<file path="src/rtl/trace_pkg.sv">
// Shared types for the processor trace buffer: FSM state encoding and the packed trace record.
// Every file that handles trace entries imports this package.
package trace_pkg;

  typedef enum logic [1:0] {
    ST_IDLE  = 2'd0,
    ST_ARMED = 2'd1,
    ST_TRIG  = 2'd2,
    ST_DONE  = 2'd3
  } trace_state_t;

  // The struct is 100 bits wide. It packs as {pc, instr, alu, flags}, with flags = {V, C, Z, N}.
  typedef struct packed {
    logic [31:0] pc;
    logic [31:0] instr;
    logic [31:0] alu;
    logic [3:0]  flags;
  } trace_entry_t;

endpackage

</file>
<file path="src/rtl/trace_ram.sv">
// Trace storage: DEPTH x trace_entry_t with one synchronous write port and one asynchronous read port.
// The contents are never reset. The read data is valid as soon as the address settles.
module trace_ram
  import trace_pkg::*;
#(
  parameter int DEPTH = 16,
  localparam int AW = $clog2(DEPTH)
) (
  input  logic         clk,
  input  logic         i_we,
  input  logic [AW-1:0] i_waddr,
  input  trace_entry_t i_wdata,
  input  logic [AW-1:0] i_raddr,
  output trace_entry_t o_rdata
);

  trace_entry_t r_mem [DEPTH];

  always_ff @(posedge clk) begin
    if (i_we) begin
      r_mem[i_waddr] <= i_wdata;
    end
  end

  assign o_rdata = r_mem[i_raddr];

endmodule

</file>
<file path="src/rtl/trace_buffer.sv">
// Trigger-based trace capture. The ring keeps the newest DEPTH samples and freezes POST_TRIG samples after the trigger PC.
// After capture ends, the entries are read out oldest-first through a first-word-fall-through valid/ready port.
module trace_buffer
  import trace_pkg::*;
#(
  parameter int DEPTH     = 16,
  parameter int POST_TRIG = 8,
  localparam int AW = $clog2(DEPTH),
  localparam int CW = $clog2(DEPTH) + 1
) (
  input  logic          clk,
  input  logic          rst,
  input  logic          arm,
  input  logic [31:0]   trig_pc,
  input  logic [31:0]   pc_in,
  input  logic [31:0]   instr_in,
  input  logic [31:0]   alu_in,
  input  logic [3:0]    flags_in,
  input  logic          rd_ready,
  output logic          rd_valid,
  output logic [31:0]   rd_pc,
  output logic [31:0]   rd_instr,
  output logic [31:0]   rd_alu,
  output logic [3:0]    rd_flags,
  output logic [CW-1:0] count,
  output logic [1:0]    state_out
);

  trace_state_t  r_state;
  logic [31:0]   r_prev_pc;
  logic [AW-1:0] r_wr_ptr;
  logic [AW-1:0] r_rd_ptr;
  logic [CW-1:0] r_count;
  logic [CW-1:0] r_post;

  logic          w_sample;
  logic          w_capturing;
  logic          w_we;
  logic          w_full;
  logic          w_pop;
  logic [CW-1:0] w_post_nxt;
  trace_entry_t  w_wdata;
  trace_entry_t  w_rdata;

  // A sample is any cycle where the PC differs from the previous cycle, so a stalled PC is recorded only once.
  assign w_sample    = (pc_in != r_prev_pc);
  assign w_capturing = (r_state == ST_ARMED) || (r_state == ST_TRIG);
  assign w_we        = !rst && !arm && w_capturing && w_sample;
  assign w_full      = (r_count == CW'(DEPTH));
  assign w_pop       = rd_valid && rd_ready;
  assign w_post_nxt  = r_post + 1'b1;

  assign w_wdata.pc    = pc_in;
  assign w_wdata.instr = instr_in;
  assign w_wdata.alu   = alu_in;
  assign w_wdata.flags = flags_in;

  trace_ram #(
    .DEPTH (DEPTH)
  ) u_ram (
    .clk     (clk),
    .i_we    (w_we),
    .i_waddr (r_wr_ptr),
    .i_wdata (w_wdata),
    .i_raddr (r_rd_ptr),
    .o_rdata (w_rdata)
  );

  always_ff @(posedge clk) begin
    if (rst) begin
      r_state   <= ST_IDLE;
      r_prev_pc <= '0;
      r_wr_ptr  <= '0;
      r_rd_ptr  <= '0;
      r_count   <= '0;
      r_post    <= '0;
    end else begin
      r_prev_pc <= pc_in;
      if (arm) begin
        r_state  <= ST_ARMED;
        r_wr_ptr <= '0;
        r_rd_ptr <= '0;
        r_count  <= '0;
        r_post   <= '0;
      end else begin
        case (r_state)
          ST_ARMED, ST_TRIG: begin
            if (w_sample) begin
              r_wr_ptr <= r_wr_ptr + 1'b1;
              // When the ring is full, the oldest entry is dropped by advancing the head.
              if (w_full) begin
                r_rd_ptr <= r_rd_ptr + 1'b1;
              end else begin
                r_count <= r_count + 1'b1;
              end
              if (r_state == ST_ARMED) begin
                if (pc_in == trig_pc) begin
                  r_state <= ST_TRIG;
                  r_post  <= '0;
                end
              end else begin
                r_post <= w_post_nxt;
                if (w_post_nxt == CW'(POST_TRIG)) begin
                  r_state <= ST_DONE;
                end
              end
            end
          end
          ST_DONE: begin
            if (w_pop) begin
              r_rd_ptr <= r_rd_ptr + 1'b1;
              r_count  <= r_count - 1'b1;
            end
          end
          default: ;
        endcase
      end
    end
  end

  assign rd_valid  = (r_state == ST_DONE) && (r_count != '0);
  assign rd_pc     = w_rdata.pc;
  assign rd_instr  = w_rdata.instr;
  assign rd_alu    = w_rdata.alu;
  assign rd_flags  = w_rdata.flags;
  assign count     = r_count;
  assign state_out = r_state;

endmodule

</file>
<file path="config.mk">
export PLATFORM = sky130hd
export DESIGN_NAME = trace_buffer
export DESIGN_NICKNAME = d
export VERILOG_FILES = /design/src/rtl/trace_pkg.sv /design/src/rtl/trace_ram.sv /design/src/rtl/trace_buffer.sv
export SDC_FILE = /design/constraint.sdc
export NUM_CORES = 1
export LEC_CHECK = 0
export CAP_MARGIN = 20
export CORE_ASPECT_RATIO = 1.5
export CORE_MARGIN = 2
export CORE_UTILIZATION = 30
export DETAILED_ROUTE_END_ITERATION = 6
export GPL_TIMING_DRIVEN = 0
export PLACE_DENSITY_LB_ADDON = 0.2
export SYNTH_ARGS = -nofsm -noshare
export SYNTH_HDL_FRONTEND = slang
export SYNTH_SLANG_ARGS = --single-unit
</file>
<file path="constraint.sdc">
create_clock -name clk -period 14.36 [get_ports clk]
set_clock_uncertainty 0.1 [all_clocks]
set_input_delay 3.59 -clock clk [delete_from_list [all_inputs] [get_ports clk]]
set_output_delay 3.59 -clock clk [all_outputs]
set_load 0.05 [all_outputs]
</file>
# [Word level (Yosys, flattened, before mapping)]
# Memory sizes are Yosys's and may differ from the RTL's. A register that Yosys moved wholly into a read port is not among the register bits.
# Index checks and enable logic that the tools add are counted.
[totals] latchBits=0 rom_bits=0 ramBits=1600 n_memories=1 out_inout_bits=108 reg_bits=52 input_bits=136
[classes] n_reduce_logical=22 multipliers=0 order_cmp=0 eq_ne=13 div_mod_pow=0 shift=0 bitwise=0 n_mux=20 add_sub_neg=5
[memory_table] memory="u_ram.r_mem" depth=16 word_bits=100 rd=1 rd_clocked_by_memory_dff=1 wr=1 line="trace_ram.sv:17" source="trace_entry_t r_mem [DEPTH];"
[ops] operator="equality test 32 bit" count=1
[ops] operator="inequality test 32 bit" count=1
[ops] operator="2-to-1 mux 5 bit" count=5
[ops] operator="2-to-1 mux 4 bit" count=5
[ops] operator="AND reduction 4 bit" count=4
[ops] operator="adder 5 x 1 -> 5 bit, second input constant" count=2
[ops] operator="one-hot mux 5 bit (2 select lines)" count=1
[ops] operator="adder 4 x 1 -> 4 bit, second input constant" count=2
[ops] operator="inequality test 2 bit, second input constant" count=4
[ops] operator="one-hot mux 4 bit (2 select lines)" count=1
[ops] operator="nonzero test 2 bit" count=4
[ops] operator="2-to-1 mux 2 bit" count=3
[ops] operator="equality test 5 x 4 -> 1 bit, second input constant" count=1
[ops] operator="equality test 5 bit, second input constant" count=1
[ops] operator="logical AND 1 bit" count=5
[ops] operator="2-to-1 mux 1 bit" count=5
[ops] operator="nonzero test 5 bit" count=1
[ops] operator="subtractor 5 x 1 -> 5 bit, second input constant" count=1
[ops] operator="equality test 2 bit, second input constant" count=2
[ops] operator="OR reduction 2 bit" count=2
[ops] operator="inequality test 3 x 2 -> 1 bit, second input constant" count=1
[ops] operator="AND reduction 3 bit" count=1
[ops] operator="nonzero test 3 bit" count=1
[ops] operator="equality test 2 x 1 -> 1 bit, second input constant" count=1
[ops] operator="4 further kinds" count=5

# [Depth between registers and ports, before layout]
[logic_depth] ltp_word=7 mapped_depth=9 depth_no_buf=9

# [Cells and area by module]
# From an unflattened synthesis, not the netlist that was laid out.
[unflattened] hier_cells=2756 hier_area_um2=62535.0
[by_module_without_submodules] mod="trace_ram" cells_per_inst=2460 area_per_inst_um2=59776.1 instances=1
[by_module_without_submodules] mod="trace_buffer" cells_per_inst=296 area_per_inst_um2=2758.9 instances=1

# [Worst setup path before layout]
# No wires, ideal clock.
[synth_timing] kind="input port to flip-flop" from="in pc_in[17]" to="mem u_ram.r_mem[0][0] in the netlist's numbering, enable pin" path_buffers=0 setup_slack_ps=2398 arrival_ps=11181 required_ps=13579 setup_time_ps=681 path_stages=6 cell_sequence="xor2_1 nor4_4 and4_1 nand2_2 nand3_1 nor3_1"
[synth_between] elab_chain_cells=4
[synth_lines] element="from (decl)" line="trace_buffer.sv:15" source="input logic [31:0] pc_in,"
[synth_lines] element="inequality test 32 bit" line="trace_buffer.sv:46" source="assign w_sample = (pc_in != r_prev_pc);"
[synth_lines] element="logical AND 1 bit" line="trace_buffer.sv:48" source="assign w_we = !rst && !arm && w_capturing && w_sample;"
[synth_lines] element="2-to-1 mux 1 bit" line="trace_ram.sv:20" source="if (i_we) begin"
[synth_lines] element="2-to-1 mux 1 bit (not written as such)" line="trace_ram.sv:21" source="r_mem[i_waddr] <= i_wdata;"
[synth_lines] element="to (decl)" line="trace_ram.sv:17"
# No other way between the ends.

==> qor.yml <==
outcome:
  outcome: "completed"
global_routing:
  grt.busiest_layer: "met2"
  grtUsageTotal_pct: 16.1
  use_met2_pct: 27.8
  grt.overflow.total: 0
  grt_use_met3_pct: 3.64
  grt_pass1_wl_um: 241000
  antenna_found_initial: 20
  met1_usage_pct: 20.4
  grt_pass1_vias: 31000
  grt_max_degree: 21
min_path:
  hold_class: "reg2reg"
critical_path:
  cp-end-kind: "primary output"
  critPathKind: "reg2out"
  r2r_setup_slack_ns: 10.35
  cp_cell_sequence: "clkbuf_1, clkbuf_2, clkbuf_1, mux4_2, mux4_2, clkdlybuf4s50_1"
  cp-start-kind: "flop"
  crit_fanout: 10
  critPathMaxStageDelay_ns: 0.81
  cp.arrival_ns: 4.49
  critPathRequiredTime_ns: 10.67
  slowest_stage: "clkbuf_1"
power_and_ir_drop:
  powerDensity_nw_per_um2: 126
  power_uw: 9700
  irDropWorstVdd_uv: 82.2
  p_leak_uw: 0.0231
final_layout:
  fillers: 19100
  fin_nets: 3246
  drive_gt1_share_pct: 29.4
  most-common-layout-cells: "edfxtp_1 (1600), mux4_2 (500), clkdlybuf4s50_1 (243), clkbuf_16 (166), clkbuf_1 (102)"
  fin_util_pct: 36.6
  stdcell_area_um2: 76900
  multi_input_area_um2: 13300
  seqCellArea_um2: 49200
  final_common_cell: "edfxtp_1"
  syn_to_final_growth_pct: 21.6
clock_tree:
  cts_tree: "built"
  clk_latency_ns: 0.79
  cts_setup_buffers: 0
  cts-root-buf: "clkbuf_16"
  postCtsHoldBufs: 0
  h-tree-depth: 4
  cts.reportedPaths.clkPinSlew_ns: 0.06
  cts_buffer_depth: 3
  cts_resized: 0
  numCtsBuffers: 165
  clock_sinks: 1656
drt:
  drc: 0
  dr.pass1.iters: 5
  viasPerCell: 4.79
  first_iter_violations: 2656
  post_drt_wl_per_cell_um: 28.4
  num_vias: 28900
  wl_um: 172000
  drtAntennaViolNets: 0
synthesis:
  yosys_warnings: 0
  synth_area_um2: 63200
  synth_edf_count: 1600
  async_flop_share_pct: 0
  ys_seq_area_share_pct: 77.8
  ys_ff_latch: 1656
  syn_nets: 2690
  syn_inst: 2542
  ys.flop_type: "edfxtp_1"
  ys_types: 51
  avgSynthCellArea_um2: 24.9
die:
  num_io_pins: 244
  die_area_um2: 214000
  rows: 206
  die_y_um: 566
  start_util_pct: 30.1
  dieWidth_um: 379
  core_um2: 210000
timing:
  post-route-min-period_ns: 8.18
  finalSetupViolCount: 0
  period_share_pct: 57.0
  hold-worst-slack_ns: 0.397
  rsz0062_at_grt: "false"
  slew_viol_final: 0
  finalSetupTns_ns: 0
  relSlewSlack_pct: 26.0
  worst_slew_pin_slew_ns: 1.11
  hold_viol_final: 0
  clock.fmax_ghz: 0.122
placed_design:
  place_hpwl_um: 112000
  port_buffers: 243
  placed_cell_area_um2: 71700
  place.gp.congestion: 0.691
job:
  maxCapViolCount: 0
[logic make-up (layout without fill, tap and decap cells)]
kind of cell / Yosys count / count (layout) / share of synthesized area, %
mux: 505 / 505 / 17.9
xor+xnor: 69 / 69 / 0.956
simple gates: 128 / 128 / 1.26
flops: 1656 / 1656 / 77.8
buf+inv: 132 / 815 / 1.32
compound gates: 40 / 40 / 0.525
fa+ha+maj: 12 / 12 / 0.249
other cells: 0 / 3 / 0
[state kept, by name, summed over array words and instances, names as in the netlist, named ones only]
| signal | cells |
|---|---|
| r_prev_pc | 32 |
| u_ram.r_mem | 1600 |
| state_out | 2 |
| r_wr_ptr | 4 |
| count | 5 |
| r_post | 5 |
| r_rd_ptr | 4 |
[layer usage]
| metal | routed length [um] | vias to the layer above |
|---|---|---|
| li1 | - | 12100 |
| met1 | 70600 | 15800 |
| met2 | 88500 | 740 |
| met3 | 9160 | 206 |
| met4 | 3230 | 18 |
| met5 | 117 | - |
[worst max-delay path, delay by kind of cell, from the launching register on]
kind	cells	cell delay (ns)
buffers and inverters	4	2.40
muxes	2	0.99
DFF	1	0.31
[final cells by class]
class / instances / share of cell area, %
Sequential cell: 1656 / 64.0
Antenna cell: 3 / 0.00976
Buffer: 121 / 1.04
Tap cell: 2808 / 4.57
Clock buffer: 210 / 5.62
Inverter: 11 / 0.0537
Clock inverter: 84 / 1.13
Timing Repair Buffer: 389 / 6.31
Multi-Input combinational cell: 754 / 17.3
[synth_stat cells (all sizes together) (2+ instances only)]
master  count  area (um2)
nor2b      33         206
a211oi      2        15.0
a32o        4        40.0
nand4       4        37.5
ha         11         138
nor3       15        75.1
mux4      500       11300
buf        60         562
o21ai       8        43.8
o21a        2        15.0
xor2       65         569
dfxtp      56        1120
xnor2       4        35.0
o31ai       3        22.5
nor4       17         198
nand2      13        51.3
and4        2        17.5
nor2       21        78.8
and3        3        18.8
or3         4        25.0
a21o        2        15.0
a21oi       5        36.3
inv        11        41.3
clkbuf     61         230
a22o        2        17.5
nand2b      2        12.5
mux2i       5        50.1
nand3      11        55.1
o211ai      3        22.5
edfxtp   1600       48000
nor4b       2        17.5
[metrics by stage]
step           std cells  setup WS [ns]
2_1_floorplan       2542           2.40
3_3_place_gp        5593         -10.27
3_5_place_dp        5738           5.84
4_1_cts             6032           6.07
5_1_grt             6034           5.95
6_report            6036           6.18
[where the power goes]
group	switching, uW	internal [uW]
sequential	4.48	5310
combinational	131	69.3
clock	1860	2330
[final timing paths]
check / start / to / cells after the start
max: flop / rd_alu[19] / 6
max reg2reg: state_out[1] / u_ram.r_mem[2][6] / 13
min reg2reg: r_rd_ptr[3] / r_rd_ptr[3] / 2
min: r_rd_ptr[3] / r_rd_ptr[3] / 2
Note: power is estimated with default switching activity, not from simulation.
